`src/rtl/board_controller_pkg.sv`:
```
// Shared definitions for the tic-tac-toe board controller: board geometry,
// player / outcome / square codes, display colours and FSM state encodings.
package board_controller_pkg;

    localparam int N_SQUARES = 9;
    localparam int N_LINES   = 8;

    typedef logic [N_SQUARES-1:0] board_t;

    // Player codes as driven by the turn FSM.
    localparam logic [1:0] PLAYER_P1 = 2'b01;
    localparam logic [1:0] PLAYER_P2 = 2'b10;

    // Game outcome codes; 4..7 are never driven.
    localparam logic [2:0] OUT_IN_PROGRESS = 3'd0;
    localparam logic [2:0] OUT_P1_WIN      = 3'd1;
    localparam logic [2:0] OUT_P1_LOSE     = 3'd2;
    localparam logic [2:0] OUT_TIE         = 3'd3;

    // Square codes; board bit is (code - 1).
    localparam logic [3:0] SQ_A1 = 4'd1;
    localparam logic [3:0] SQ_A2 = 4'd2;
    localparam logic [3:0] SQ_A3 = 4'd3;
    localparam logic [3:0] SQ_B1 = 4'd4;
    localparam logic [3:0] SQ_B2 = 4'd5;
    localparam logic [3:0] SQ_B3 = 4'd6;
    localparam logic [3:0] SQ_C1 = 4'd7;
    localparam logic [3:0] SQ_C2 = 4'd8;
    localparam logic [3:0] SQ_C3 = 4'd9;

    // 12-bit RGB colours used by the display logic.
    localparam logic [11:0] COLOUR_P1      = 12'hF00;
    localparam logic [11:0] COLOUR_P2      = 12'h00F;
    localparam logic [11:0] COLOUR_DEFAULT = 12'h888;

    // FSM state encodings.
    localparam logic [2:0] ST_IDLE     = 3'd0;
    localparam logic [2:0] ST_VALIDATE = 3'd1;
    localparam logic [2:0] ST_WRITE    = 3'd2;
    localparam logic [2:0] ST_SCAN     = 3'd3;
    localparam logic [2:0] ST_DONE     = 3'd4;

    // True when a move code names a real square.
    function automatic logic is_square_code(input logic [3:0] code);
        return (code >= SQ_A1) && (code <= SQ_C3);
    endfunction

endpackage

```
`src/rtl/board_controller_win_line_rom.sv`:
```
// Win-line mask table: maps a line index 0..7 to the 9-bit set of squares
// forming that row, column or diagonal.
module win_line_rom
    import board_controller_pkg::*;
(
    input  logic [2:0] idx,
    output board_t     mask
);

    // Pure lookup: rows, then columns, then the two diagonals.
    always_comb begin
        // NOTE: a default before the case keeps this block free of latches.
        mask = '0;
        case (idx)
            3'd0: mask = 9'h007;
            3'd1: mask = 9'h038;
            3'd2: mask = 9'h1C0;
            3'd3: mask = 9'h049;
            3'd4: mask = 9'h092;
            3'd5: mask = 9'h124;
            3'd6: mask = 9'h111;
            3'd7: mask = 9'h054;
            default: mask = '0;
        endcase
    end

endmodule

```
`src/rtl/board_controller.sv`:
```
// Tic-tac-toe board controller: validates and commits one move per request,
// scans all eight win lines (one per clock, fixed latency) and reports the
// game outcome with a one-cycle done pulse.
module board_controller
    import board_controller_pkg::*;
(
    input  logic       clk,
    input  logic       rst,
    input  logic       clear,
    input  logic       req,
    input  logic [1:0] player,
    input  logic [3:0] move,
    output logic       busy,
    output logic       done,
    output logic       valid,
    output logic [2:0] outcome,
    output board_t     board_p1,
    output board_t     board_p2,
    output logic [3:0] move_count
);

    logic [2:0] state;
    logic [3:0] move_q;
    logic [1:0] player_q;
    logic       win_flag;
    logic [2:0] line_idx;

    board_t     line_mask;
    board_t     square_bit;
    board_t     mover_board;
    logic       line_hit;
    logic       win_next;
    logic       move_ok;

    win_line_rom u_win_line_rom (
        .idx  (line_idx),
        .mask (line_mask)
    );

    // Decode the latched request and evaluate the current win line.
    always_comb begin
        square_bit = '0;
        if (is_square_code(move_q)) begin
            square_bit = board_t'(1) << (move_q - 4'd1);
        end
        mover_board = (player_q == PLAYER_P1) ? board_p1 : board_p2;
        line_hit    = ((mover_board & line_mask) == line_mask);
        win_next    = win_flag | line_hit;
        move_ok     = is_square_code(move_q)
                   && ((player_q == PLAYER_P1) || (player_q == PLAYER_P2))
                   && (((board_p1 | board_p2) & square_bit) == '0)
                   && (outcome == OUT_IN_PROGRESS)
                   && (move_count < 4'd9);
    end

    assign busy = (state != ST_IDLE);

    // Move-processing FSM together with the board, count and outcome state.
    always_ff @(posedge clk) begin
        // NOTE: reset and clear are sampled on the clock edge (synchronous),
        // and all state uses non-blocking assignments.
        if (!rst || clear) begin
            state      <= ST_IDLE;
            move_q     <= '0;
            player_q   <= '0;
            win_flag   <= 1'b0;
            line_idx   <= '0;
            done       <= 1'b0;
            valid      <= 1'b0;
            outcome    <= OUT_IN_PROGRESS;
            board_p1   <= '0;
            board_p2   <= '0;
            move_count <= '0;
        end else begin
            done <= 1'b0;
            case (state)
                ST_IDLE: begin
                    if (req) begin
                        move_q   <= move;
                        player_q <= player;
                        state    <= ST_VALIDATE;
                    end
                end
                ST_VALIDATE: begin
                    valid <= move_ok;
                    if (move_ok) begin
                        state <= ST_WRITE;
                    end else begin
                        state <= ST_DONE;
                        done  <= 1'b1;
                    end
                end
                ST_WRITE: begin
                    if (player_q == PLAYER_P1) begin
                        board_p1 <= board_p1 | square_bit;
                    end else begin
                        board_p2 <= board_p2 | square_bit;
                    end
                    if (move_count < 4'd9) begin
                        move_count <= move_count + 4'd1;
                    end
                    win_flag <= 1'b0;
                    line_idx <= '0;
                    state    <= ST_SCAN;
                end
                ST_SCAN: begin
                    win_flag <= win_next;
                    if (line_idx == 3'd7) begin
                        state <= ST_DONE;
                        done  <= 1'b1;
                        if (win_next) begin
                            outcome <= (player_q == PLAYER_P1) ? OUT_P1_WIN : OUT_P1_LOSE;
                        end else begin
                            outcome <= (move_count == 4'd9) ? OUT_TIE : OUT_IN_PROGRESS;
                        end
                    end else begin
                        line_idx <= line_idx + 3'd1;
                    end
                end
                ST_DONE: begin
                    state <= ST_IDLE;
                end
                default: begin
                    state <= ST_IDLE;
                end
            endcase
        end
    end

endmodule
```
`config.mk`:
```
export PLATFORM = sky130hd
export DESIGN_NAME = board_controller
export DESIGN_NICKNAME = d
export VERILOG_FILES = /design/src/rtl/board_controller_pkg.sv /design/src/rtl/board_controller_win_line_rom.sv /design/src/rtl/board_controller.sv
export SDC_FILE = /design/constraint.sdc
export NUM_CORES = 1
export LEC_CHECK = 0
export ABC_AREA = 1
export CAP_MARGIN = 15
export CORE_MARGIN = 10
export CORE_UTILIZATION = 40
export DETAILED_ROUTE_END_ITERATION = 7
export SYNTH_ARGS = -nofsm -noshare
export SYNTH_HDL_FRONTEND = slang
export SYNTH_SLANG_ARGS = --single-unit
```
`constraint.sdc`:
```
create_clock -name clk -period 1.88 [get_ports clk]
set_input_delay 0.282 -clock clk [delete_from_list [all_inputs] [get_ports clk]]
set_output_delay 0.282 -clock clk [all_outputs]
set_load 0.005 [all_outputs]
```
==> flow_metrics.env, run 1 <==
export IMPL_htreeDepth=2
export IMPL_worstSetupEndpointType="flop"
export IMPL_ys_ff_latch=48
export IMPL_die_h_um=94.2
export IMPL_hpwl_um=4170
export IMPL_overflow=0
export IMPL_antenna_found_initial=0
export IMPL_power_density_nw_per_um2=693
export IMPL_min_period_over_period_pct=94.6
export IMPL_fin_cells=405
export IMPL_track_usage_pct=12.5
export IMPL_finalSetupTns_ns=0
export IMPL_r2r_end="u_win_line_rom.mask[8]"
export IMPL_portBuffers=36
export IMPL_crit_type="flop to flop"
export IMPL_min_to="player_q[0]"
export IMPL_drt_iter0_drc=117
export IMPL_leakage_nw=1.13
export IMPL_nets=355
export IMPL_drive_above_1_share_pct=11.9
export IMPL_cts_max_path_buffers=2
export IMPL_via_per_inst=4.84
export IMPL_r2r_start="line_idx[0]"
export IMPL_ys_types=29
export IMPL_start_util_pct=42.3
export IMPL_period_minus_slack_ns=1.78
export IMPL_ant_nets=0
export IMPL_clkPwrFrac_pct=38.1
export IMPL_finalMaxSlewViolations=0
export IMPL_cts_sinks=48
export IMPL_arrival_ns=1.97
export IMPL_rr_worst_depth=12
export IMPL_drc=0
export IMPL_synth_avg_cell_area_um2=7.44
export IMPL_placed_area_um2=2640
export IMPL_final_area_um2=2750
export IMPL_wl_um=5380
export IMPL_die_x_um=94.2
export IMPL_irDropWorstVdd_v=0.000372
export IMPL_drv_cap=0
export IMPL_yosysWarnings=0
export IMPL_grt_pass1_wl_um=9040
export IMPL_grt_max_degree=25
export IMPL_core_region_area_um2=5200
export IMPL_drtPass1Iterations=5
export IMPL_hold_start="player_q[0]"
export IMPL_hold_viol_final=0
export IMPL_fmax_mhz=562
export IMPL_pin_count=38
export IMPL_worst_path_max_fanout=7
export IMPL_syn_num_nets=317
export IMPL_crit_required_ns=2.07
export IMPL_dp_cells=397
export IMPL_finalSetupViolations=0
export IMPL_sw_frac_of_total_pct=22.5
export IMPL_hp_class="flop to flop"
export IMPL_syn_area_um2=2200
export IMPL_start_kind="flop"
export IMPL_ys_seq_area_share_pct=43.7
export IMPL_vias=1962
export IMPL_first_global_vias=1824
export IMPL_worstHoldPathCells=2
export IMPL_gp_congestion=0.799
export IMPL_rsz0062_at_grt="no"
export IMPL_n_antenna_cell=0
export IMPL_clock_skew_final_ns=0.00839
export IMPL_rrSetupSlack_ns=0.10
export IMPL_internal_power_w=0.00148
export IMPL_pwr_share_comb_pct=7.4
export IMPL_die_area_um2=8870
export IMPL_clockRootBuffer="clkbuf_8"
export IMPL_setup_worst_path_start="line_idx[0]"
export IMPL_tritoncts="done"
export IMPL_status="finished clean"
export IMPL_wire_per_inst_um=13.3
export IMPL_p_switching_w=0.000428
export IMPL_cts_buffers=5
export IMPL_synth_cells=296
export IMPL_syn_to_final_growth_pct=24.8
export IMPL_clk_latency_ns=0.30
export IMPL_seq_power_share_pct=54.5
export IMPL_row_count=26
export IMPL_clk_pin_slew_ns=0.09
export IMPL_cts_hold_buf=0
-- metal layers --
metal / vias to the layer above / wire length (um) / global-route usage [%]
li1: 1029 / - / -
met1: 894 / 2710 / 16.5
met2: 37 / 2380 / 19.4
met3: 2 / 261 / 3.44
met4: 0 / 29 / 3.54
met5: - / 0 / 0
-- repair_timing --
item / in CTS / in global routing
endpoints found under the setup margin: 0 / 4
setup buffers: 0 / 0
resized for setup: 0 / 2
-- worst max-delay path by stage --
stage | slack [ns] | end | cells past startpoint
after global placement | 0.07 | u_win_line_rom.mask[8] | 9
after detailed placement | 0.02 | u_win_line_rom.mask[8] | 9
after global routing | 0.006 | u_win_line_rom.mask[8] | 9
after CTS | 0.05 | u_win_line_rom.mask[8] | 12
after floorplan | 0.19 | u_win_line_rom.mask[8] | 12
final | 0.10 | u_win_line_rom.mask[8] | 12
-- worst max-delay path, stage by stage, from the launching register on --
cell and delay [ns]:
dfxtp_1 0.36, ha_1 0.16, ha_1 0.18, inv_2 0.06, nand2_4 0.11, nand3_1 0.08
nand2_1 0.06, inv_1 0.06, nor2_2 0.12, inv_2 0.08, ha_1 0.30, nand2_1 0.08
nand2_1 0.04
-- logic make-up after synthesis --
group | after synthesis | share of synthesized area, %
AO/OA/AOI/OAI | 58 | 14.0
adder cells (fa/ha/maj) | 11 | 6.25
buffers and inverters | 40 | 7.39
flip-flops | 48 | 43.7
other | 1 | 0.170
AND/OR/NAND/NOR | 138 | 28.5
-- layout by cell type (no fill, tap or decap), types with 4 or more instances in the layout --
master | netlist | layout
nor2_1 | 38 | 38
nand3_1 | 22 | 22
nand2_2 | 5 | 4
a21oi_1 | 34 | 34
inv_2 | 8 | 9
clkbuf_8 | 0 | 5
clkdlybuf4s50_1 | 0 | 36
nand2_1 | 58 | 58
o21ai_0 | 13 | 13
ha_1 | 11 | 11
nor2_2 | 4 | 4
dfxtp_1 | 48 | 48
buf_4 | 2 | 4
o21ai_1 | 6 | 6
inv_1 | 22 | 21
-- power groups by stage --
stage | combinational (W) | clock (W) | sequential (W)
after floorplan | 0.0000899 | 0 | 0.00106
final | 0.000141 | 0.000726 | 0.00104
after detailed placement | 0.000141 | 0 | 0.00106
after global placement | 0.000141 | 0 | 0.00106
after global routing | 0.000160 | 0.000784 | 0.00104
after CTS | 0.000142 | 0.000746 | 0.00104
-- through the flow --
step | total power [W] | setup slack [ns] | hold slack (ns) | utilization, %
after floorplan | 0.00115 | 0.195 | 0.428 | -
after global placement | 0.00120 | 0.0672 | 0.443 | 50.6
after detailed placement | 0.00120 | 0.0210 | 0.445 | 50.6
after CTS | 0.00193 | 0.0523 | 0.460 | 52.7
after global routing | 0.00198 | 0.00603 | 0.481 | 52.8
final | 0.00191 | 0.101 | 0.455 | 52.8
-- cell type report --
cell class	instances	area (um^2)
inverter	31	119
clock buffer	6	72.6
timing repair buffer	40	390
fill	512	2460
multi-input combinational	208	1080
tap	70	87.6
sequential	48	961
clock inverter	2	35.0
-- registers in the layout (all words and copies together) (netlist names) --
signal               flops
state                    3
u_win_line_rom.mask      9
done                     1
line_idx                 3
move_count               4
board_p1                 9
outcome                  2
win_flag                 1
valid                    1
move_q                   4
player_q                 2
board_p2                 9
-- cells in the mapped netlist --
library cell | number | share of area [%]
o22ai_1 | 1 | 0.28
o21ai_1 | 6 | 1.4
nand2_2 | 5 | 1.4
a21oi_1 | 34 | 7.7
buf_4 | 2 | 0.68
inv_1 | 22 | 3.8
inv_2 | 8 | 1.4
o2111a_1 | 1 | 0.51
or2_1 | 1 | 0.28
a21oi_2 | 1 | 0.40
nand3_2 | 2 | 0.91
buf_1 | 2 | 0.34
nor2_2 | 4 | 1.1
nand3_1 | 22 | 5.0
nand4_1 | 1 | 0.28
nor3_1 | 2 | 0.45
inv_4 | 1 | 0.28
ha_1 | 11 | 6.3
dfxtp_1 | 48 | 44
o21ai_0 | 13 | 3.0
nor2_1 | 38 | 6.5
o21ai_2 | 2 | 0.80
conb_1 | 1 | 0.17
clkbuf_1 | 3 | 0.51
nand2_1 | 58 | 9.9
buf_2 | 2 | 0.45
nor3_2 | 3 | 1.4
nor3_4 | 1 | 0.74
nand2_4 | 1 | 0.51
No activity file was read; power rests on OpenSTA's default activity.
==> run 2: changes to the inputs <==
--- a/config.mk
+++ b/config.mk
@@ -5,11 +5,10 @@
 export SDC_FILE = /design/constraint.sdc
 export NUM_CORES = 1
 export LEC_CHECK = 0
-export ABC_AREA = 1
-export CAP_MARGIN = 15
 export CORE_MARGIN = 10
-export CORE_UTILIZATION = 40
+export CORE_UTILIZATION = 50
 export DETAILED_ROUTE_END_ITERATION = 7
+export PLACE_DENSITY = 0.75
 export SYNTH_ARGS = -nofsm -noshare
 export SYNTH_HDL_FRONTEND = slang
 export SYNTH_SLANG_ARGS = --single-unit
==> flow_metrics.env, run 2 <==
export IMPL_status="finished with violations"
export IMPL_failed_checks="negative setup slack"
export IMPL_period_minus_slack_ns=1.90
export IMPL_ant_nets=0
export IMPL_dp_cells=339
export IMPL_hp_class="flop to flop"
export IMPL_synth_ff_type="dfxtp_1"
export IMPL_highest_layer="met4"
export IMPL_core_region_area_um2=4470
export IMPL_final_common_cell="dfxtp_1"
export IMPL_hold_start="outcome[1]"
export IMPL_arrival_ns=2.09
export IMPL_cts_buffers=5
export IMPL_syn_num_nets=271
export IMPL_rsz0062_at_grt="yes"
export IMPL_via_per_inst=5.51
export IMPL_n_antenna_cell=0
export IMPL_ys_ff_latch=48
export IMPL_power_density_nw_per_um2=579
export IMPL_clk_latency_ns=0.30
export IMPL_finalSetupViolations=1
export IMPL_irDropWorstVdd_v=0.000327
export IMPL_wl_met2_um=2490
export IMPL_synth_avg_cell_area_um2=9.47
export IMPL_pwr_share_comb_pct=5.6
export IMPL_start_util_pct=52.9
export IMPL_syn_to_final_growth_pct=28.7
export IMPL_syn_area_um2=2370
export IMPL_rrSetupSlack_ns=-0.02
export IMPL_hold_viol_final=0
export IMPL_worst_slack_ns=-0.0197
export IMPL_pin_count=38
export IMPL_drtPass1Iterations=4
export IMPL_ys_types=58
export IMPL_tritoncts="done"
export IMPL_synthMuxAreaShare_pct=4.65
export IMPL_rr_worst_depth=8
export IMPL_async_flop_share_pct=0
export IMPL_synthTopCellsByCount="dfxtp_1, nor2_1, a21oi_1, inv_1, ha_1"
export IMPL_yosysWarnings=0
export IMPL_wire_per_inst_um=15.9
export IMPL_synth_edf_count=0
export IMPL_first_global_vias=1861
export IMPL_internal_power_w=0.00137
export IMPL_antenna_found_initial=0
export IMPL_gp_congestion=0.803
export IMPL_cts_sinks=48
export IMPL_yosysMostFrequentCell="dfxtp_1"
export IMPL_synth_top_area_share_pct=40.6
export IMPL_cts_max_path_buffers=2
export IMPL_synth_top_family_by_area="simple AND/OR/NAND/NOR gates"
export IMPL_drt_met1_wl_um=2670
export IMPL_overflow=0
export IMPL_drc=0
export IMPL_seq_power_share_pct=58.6
export IMPL_wl_um=5600
export IMPL_ys_seq_area_share_pct=40.6
export IMPL_leakage_nw=1.16
export IMPL_nets=320
export IMPL_critPathCapture="u_win_line_rom.mask[8]"
export IMPL_r2r_start="line_idx[0]"
export IMPL_min_period_over_period_pct=101
export IMPL_synth_compound_area_share_pct=17.5
export IMPL_holdWs_ns=0.505
export IMPL_grt_pass1_wl_um=9250
export IMPL_clock_skew_final_ns=0.00550
export IMPL_synthAdderAreaFrac_pct=5.81
export IMPL_fin_cells=352
export IMPL_hpwl_um=4010
export IMPL_row_count=24
export IMPL_yosys_area_share_simple_pct=25.0
export IMPL_worst_path_max_fanout=4
export IMPL_worstSetupEndpointType="flop"
export IMPL_portBuffers=36
export IMPL_track_usage_pct=14.7
export IMPL_sw_frac_of_total_pct=22.2
export IMPL_vias=1940
export IMPL_crit_type="flop to flop"
export IMPL_total_power_w=0.00177
export IMPL_wl_met3_um=364
export IMPL_grt_max_degree=36
export IMPL_p_switching_w=0.000391
export IMPL_clkPwrFrac_pct=35.8
export IMPL_htreeDepth=2
export IMPL_fmax_mhz=526
export IMPL_die_h_um=88.8
export IMPL_die_area_um2=7890
export IMPL_die_x_um=88.8
export IMPL_fillers=361
export IMPL_setup_worst_path_start="line_idx[0]"
export IMPL_final_cell_mix="dfxtp_1, clkdlybuf4s50_1, nor2_1"
export IMPL_clk_pin_slew_ns=0.08
export IMPL_start_kind="flop"
export IMPL_drive_above_1_share_pct=22.7
export IMPL_yosysTopAreaCell="dfxtp_1"
export IMPL_synth_cells=250
export IMPL_r2r_end="u_win_line_rom.mask[8]"
export IMPL_synth_area_leaders="dfxtp_1, ha_1, a21oi_1"
export IMPL_finalMaxSlewViolations=0
export IMPL_synth_xor_area_share_pct=0.740
export IMPL_clockRootBuffer="clkbuf_8"
export IMPL_drt_iter0_drc=81
export IMPL_crit_required_ns=2.07
export IMPL_drv_cap=0
==> run 2: changes by cell type after synthesis, sizes merged, moves of 4 or more <==
cell,change
nor4b,+4
nor3,-5
nand2b,+9
nand3,-22
mux2i,+8
nor2b,+8
o21ai,-8
nand2,-55
a2111oi,+4
inv,-15
nor2,-5
a21oi,-8
==> run 2: how the worst min path moves through the flow <==
| stage | to | depth (start not counted) | slack (ns) |
|---|---|---|---|
| 2_1_floorplan | player_q[1] | 2 | 0.42 |
| 3_3_place_gp | outcome[0] | 2 | 0.48 |
| 3_5_place_dp | outcome[1] | 2 | 0.48 |
| 4_1_cts | outcome[1] | 2 | 0.49 |
| 5_1_grt | player_q[0] | 2 | 0.55 |
| 6_report | outcome[1] | 2 | 0.51 |
==> run 2: repair_timing <==
action | in CTS | in global routing
setup endpoints to repair | 3 | 9
setup buffers | 2 | 3
resized for setup | 7 | 11
pin swaps | 3 | 2
hold buffers | 0 | 0
==> run 2: worst max-delay path, stage by stage (launching register included) <==
cell and delay, ns:
dfxtp_2 0.34, ha_4 0.16, ha_4 0.15, and3b_4 0.29, mux2i_1 0.06, nand2b_4 0.17
buf_6 0.13, ha_4 0.23, mux2_4 0.26
==> run 2: area by class of cell <==
type,count,area (um^2),area share (%)
Tap cell,52,65.1,2.14
Multi-Input combinational cell,175,1360,44.6
Inverter,16,66.3,2.18
Timing Repair Buffer,53,503,16.5
Clock buffer,8,90.1,2.96
Sequential cell,48,965,31.7
==> run 2: logic make-up after synthesis <==
kind of cell    count (synthesis)
compound gates                 61
other cells                     1
buf+inv                        27
mux                            10
flops                          48
simple gates                   90
fa+ha+maj                      11
xor+xnor                        2
==> run 2: metal layers <==
| layer | vias up | global-route usage (%) |
|---|---|---|
| met1 | 913 | 18.5 |
| met2 | 43 | 22.8 |
| met4 | 0 | 4.85 |
| met5 | - | 0 |
| li1 | 976 | - |
| met3 | 8 | 4.96 |
==> run 2: power groups by stage <==
stage,sequential [W],combinational [W],clock [W]
floorplan,0.00105,0.0000674,0
global placement,0.00106,0.0000965,0
global route,0.00104,0.000108,0.000686
finish,0.00103,0.0000992,0.000631
CTS,0.00103,0.0000983,0.000642
detailed placement,0.00106,0.0000977,0
==> run 2: through the flow <==
step	area (um^2)	setup slack (ns)	util [%]	TNS, ns
after global placement	2850	0.00160	63.8	0
after CTS	2980	0.0150	66.6	0
after global routing	3050	-0.0646	68.1	-0.186
after detailed placement	2850	-0.0310	63.8	-0.0531
final	3050	-0.0197	68.1	-0.0197
after floorplan	2400	0.00202	-	0
==> run 3: changes to the inputs <==
--- a/config.mk
+++ b/config.mk
@@ -6,9 +6,9 @@
 export NUM_CORES = 1
 export LEC_CHECK = 0
 export CORE_MARGIN = 10
-export CORE_UTILIZATION = 50
+export CORE_UTILIZATION = 48
 export DETAILED_ROUTE_END_ITERATION = 7
-export PLACE_DENSITY = 0.75
+export PLACE_DENSITY = 0.76
 export SYNTH_ARGS = -nofsm -noshare
 export SYNTH_HDL_FRONTEND = slang
 export SYNTH_SLANG_ARGS = --single-unit
==> constraint.sdc (replaced) <==
create_clock -name clk -period 1.61 [get_ports clk]
set_input_delay 0.2415 -clock clk [delete_from_list [all_inputs] [get_ports clk]]
set_output_delay 0.2415 -clock clk [all_outputs]
set_load 0.005 [all_outputs]
==> flow_metrics.env, run 3 (synthesized netlist as in run 2, its figures left out) <==
export IMPL_cpMostUsedCell="ha_4"
export IMPL_path_cells="ha_4 -> ha_4 -> and3b_4 -> a22o_1 -> and2_4 -> inv_4 -> ha_4 -> mux2_4"
export IMPL_vias=2145
export IMPL_crit_required_ns=1.80
export IMPL_holdWs_ns=0.527
export IMPL_path_delay_family="adder cells"
export IMPL_die_area_um2=8140
export IMPL_worst_slack_ns=-0.274
export IMPL_cp_num_buf_inv=1
export IMPL_pre_cts_ws_ns=-0.288
export IMPL_irDropWorstVdd_v=0.000454
export IMPL_n_antenna_cell=0
export IMPL_clockRootBuffer="clkbuf_8"
export IMPL_cts_buffers=5
export IMPL_hold_viol_final=0
export IMPL_via_per_inst=5.30
export IMPL_wire_per_inst_um=16.0
export IMPL_max_stage_delay_ns=0.34
export IMPL_drc=0
export IMPL_drv_cap=0
export IMPL_start_util_pct=49.8
export IMPL_clock_skew_final_ns=0.00868
export IMPL_worst_path_max_fanout=3
export IMPL_drive_above_1_share_pct=35.5
export IMPL_power_density_nw_per_um2=632
export IMPL_start_kind="flop"
export IMPL_cts_hold_buf=0
export IMPL_min_period_over_period_pct=117
export IMPL_cts_max_path_buffers=2
export IMPL_ant_nets=0
export IMPL_failed_checks="negative setup slack"
export IMPL_overflow=0
export IMPL_period_minus_slack_ns=1.88
export IMPL_arrival_ns=2.08
export IMPL_track_usage_pct=14.7
export IMPL_clk_pin_slew_ns=0.09
export IMPL_pin_count=38
export IMPL_drt_iter0_drc=135
export IMPL_grt_pass1_wl_um=10100
export IMPL_nets=358
export IMPL_hpwl_um=4550
export IMPL_cpMaxStageDelayCell="dfxtp_2"
export IMPL_row_count=25
export IMPL_clk_latency_ns=0.30
export IMPL_drtPass1Iterations=4
export IMPL_rrSetupSlack_ns=-0.27
export IMPL_die_x_um=90.2
export IMPL_die_h_um=90.2
export IMPL_portBuffers=36
export IMPL_core_region_area_um2=4750
export IMPL_worstSetupEndpointType="flop"
export IMPL_crit_type="flop to flop"
export IMPL_wl_um=6490
export IMPL_gp_congestion=0.869
export IMPL_final_cell_mix="buf_4, dfxtp_1, clkdlybuf4s50_1"
export IMPL_htreeDepth=2
export IMPL_hp_class="flop to flop"
export IMPL_tritoncts="done"
export IMPL_cts_sinks=48
export IMPL_rsz0062_at_grt="yes"
export IMPL_fmax_mhz=531
export IMPL_leakage_nw=1.40
export IMPL_finalMaxSlewViolations=0
export IMPL_first_global_vias=2061
export IMPL_status="finished with violations"
export IMPL_finalSetupViolations=13
export IMPL_grt_max_degree=16
export IMPL_final_common_cell="buf_4"
export IMPL_syn_to_final_growth_pct=47.3
export IMPL_antenna_found_initial=0
## run 3: changes by cell type in the layout (fill, tap and decap cells not counted), sizes merged
cell / previous run / this run
buf: 17 / 55
clkbuf: 8 / 6
bufinv: 0 / 1
clkinv: 0 / 1
clkinvlp: 1 / 0
inv: 15 / 16
## run 3: path summary, 6_finish.rpt
path,start,to,cells after the start
setup / recovery,line_idx[0],u_win_line_rom.mask[8],8
hold / removal,valid,valid,2
setup reg to reg,line_idx[0],u_win_line_rom.mask[8],8
hold reg to reg,valid,valid,2
## run 3: routing by layer
| layer | share of wire, % | track usage, % |
|---|---|---|
| met3 | 5.5 | 4.57 |
| met5 | 0 | 0 |
| met1 | 43 | 17.7 |
| met4 | 2.1 | 4.24 |
| met2 | 49 | 24.6 |
## run 3: cell type report
class | count | area (um^2)
Clock inverter | 2 | 35.0
Multi-Input combinational cell | 175 | 1460
Sequential cell | 48 | 975
Clock buffer | 6 | 72.6
Inverter | 16 | 65.1
Timing Repair Buffer | 91 | 797
Tap cell | 67 | 83.8
Fill cell | 348 | 1270
## run 3: metrics by stage
step	instances	util [%]	setup TNS [ns]	power (W)	instance area, um^2
floorplan	250	-	-0.768	0.00130	2410
global placement	393	67.2	-1.50	0.00136	3190
detailed placement	393	67.2	-1.76	0.00136	3190
CTS	403	71.2	-1.44	0.00221	3380
global route	405	73.3	-2.95	0.00228	3490
finish	405	73.3	-1.59	0.00221	3490
## run 3: timing repair
item / 4_1_cts / 5_1_grt
pin swaps: 6 / 8
resized for setup: 15 / 17
buffers inserted: 2 / 2
setup endpoints to repair: 15 / 24
## run 3: power by group
group,switching (W),total (W),internal [W]
combinational,0.0000699,0.000146,0.0000757
clock,0.000393,0.000854,0.000461
sequential,0.0000116,0.00121,0.00119
total,0.000474,0.00220,0.00173
## run 3: worst reg2reg max path, delay by kind of cell (launching register included)
kind	cells	cell delay (ns)
fa+ha+maj	3	0.51
simple gates	2	0.46
flops	1	0.34
mux	1	0.27
compound gates	1	0.16
buf+inv	1	0.04
==> edit: new RTL, flow settings as in run 1 <==
One comparison of `move_count` changes from == to >=.
--- a/src/rtl/board_controller.sv
+++ b/src/rtl/board_controller.sv
@@ -113,3 +113,3 @@
                         end else begin
-                            outcome <= (move_count == 4'd9) ? OUT_TIE : OUT_IN_PROGRESS;
+                            outcome <= (move_count >= 4'd9) ? OUT_TIE : OUT_IN_PROGRESS;
                         end
Check against the original RTL: same outputs for any inputs over 10 cycles, from zero or initial values; that may be too few to reach the edited logic, so the function may still have changed.
==> edit against run 1 <==
  * Final cell count up 0.74%
  * Count of clock-buffer cells in the layout up 1
  * Critical path type unchanged
  * Sequential cell count unchanged
  * Synthesized area down 2.7%
  * Combinational power down 20%
  * Largest cell class unchanged
  * Sequential share of layout area up 0.18 points
  * Setup slack worse by 0.0048 ns
  * Final area down 0.50%
  * Routed wire length down 1.6%
  * Power down 5.8%
  * Die area down 2.1%
  * Critical endpoint unchanged
==> edit: results (changes against run 1) <==
| Metric | Value |
|---|---|
| Synth area leaders | dfxtp_1 45%, nand2_1 11%, a21oi_1 7.7%, nor2_1 7.2%, ha_1 6.4% (was dfxtp_1 44%, nand2_1 9.9%, a21oi_1 7.7%, nor2_1 6.5%, ha_1 6.3%) |
| Seq/Total Area, Yosys | 44.86% (was 43.66%) |
| Initial antenna violation count | 0 (unchanged) |
| Ys Warns | 0 (unchanged) |
| CP Max Fanout | 4 (was 7) |
| WL/cell | 12.98 um (was 13.28 um) |
| Post-synth top cells | 61 x nand2_1, 48 x dfxtp_1, 41 x nor2_1 (was 58 x nand2_1, 48 x dfxtp_1, 38 x nor2_1) |
| RD Place Congestion | 0.8305 (was 0.7989) |
| Worst-path clk slew | 0.09 ns (about the same) |
| Largest net degree at the start of global routing | 26 (was 25) |
| I/O Buffers | 36 (unchanged) |
| 1st-iter DRT viols | 90 (was 117) |
| Total GRT Usage | 12.10% (was 12.54%) |
| Area after DPL | 2590 um^2 (was 2635 um^2) |
| Fill cell count | 536 (was 512) |
| Critical R2R Capture | u_win_line_rom.mask[8] (unchanged) |
| Status | finished clean (unchanged) |
| Detailed placement HPWL | 4055 um (was 4174 um) |
| Layout Nets | 359 (was 355) |
| Syn Nets | 315 (was 317) |
| DP Worst Slack | 0.02704 ns (was 0.02101 ns) |
| R2r worst-path depth | 13 (was 12) |
| DRT Wirelength | 5295 um (was 5379 um) |
| Final Cycle Share | 94.87% (was 94.62%) |
| Static leakage | 1.089 nW (was 1.134 nW) |
| First-pass GRT wire length | 8700 um (was 9039 um) |
| Synth async-reset ratio | 0% (unchanged) |
| Hold WS | 0.4573 ns (was 0.4551 ns) |
| Vias in the first global route | 1767 (was 1824) |
| VDD IR-drop max | 0.0004118 V (was 0.0003716 V) |
| First-pass DRT Iterations | 4 (was 5) |
| Clock Skews | 0.007013 ns (was 0.008389 ns) |
| Fin. max-slew vios | 0 (unchanged) |
| Syn avg cell area | 7.286 um^2 (was 7.435 um^2) |
| Netlist cell types | 22 (was 29) |
| Critical path class | reg -> reg (unchanged) |
| Avg Vias per Cell | 4.792 (was 4.844) |
| Layout cells sized above 1 | 12.13% (was 11.94%) |
## edit: cell types whose count changed after synthesis, sizes merged
cell           run 1  this run
a21oi             35        33
o21ai             21        27
nor2              42        46
buf                6         4
o2111a             1         0
inv               31        28
clkbuf             3         5
nor3               6         4
nand3             24        18
nand2             64        66
## edit: worst max-delay path, cell delays in order, from the launching register on
cell	delay (ns)
dfxtp_1	0.33
ha_1	0.19
ha_1	0.18
inv_2	0.07
nand2_1	0.07
inv_2	0.07
nand2_1	0.05
nand2_1	0.05
inv_1	0.05
nor2_2	0.14
inv_2	0.07
ha_1	0.29
nand2_1	0.07
nand2_1	0.04
## edit: layout make-up
class | instances | area [um^2] | area share (%)
Sequential cell | 48 | 960.9 | 35.15
Multi-Input combinational cell | 209 | 1041 | 38.08
Tap cell | 70 | 87.58 | 3.204
Timing Repair inverter | 1 | 7.507 | 0.2746
Inverter | 28 | 108.9 | 3.982
Timing Repair Buffer | 45 | 431.7 | 15.79
Clock buffer | 7 | 96.34 | 3.524
## edit: routing by layer
layer	up-vias	part of all wire, %	GRT usage [%]
li1	1028	-	-
met1	874	48	15.83
met2	47	45	19.22
met3	6	5.5	2.958
met4	0	0.87	3.470
met5	-	0	0
## edit: power breakdown
group | total [mW] | leakage, nW | switching [mW] | internal (mW)
registers | 1.03 | 0.388 | 0.00758 | 1.02
logic | 0.113 | 0.651 | 0.0654 | 0.0472
clock network | 0.650 | 0.0503 | 0.322 | 0.328
## edit: logic make-up after synthesis
family	count (synthesis)	synth area share (%)
and+or+nand+nor	136	27.22
adders and majority gates	11	6.425
DFF	48	44.86
AOI/OAI and AO/OA	61	14.31
other	1	0.1751
buffers and inverters	37	7.009
## edit: timing repair
item                                    4_1_cts  5_1_grt
endpoints found under the setup margin        0        8
buffers inserted                              0        3
gates resized for setup                       0        8
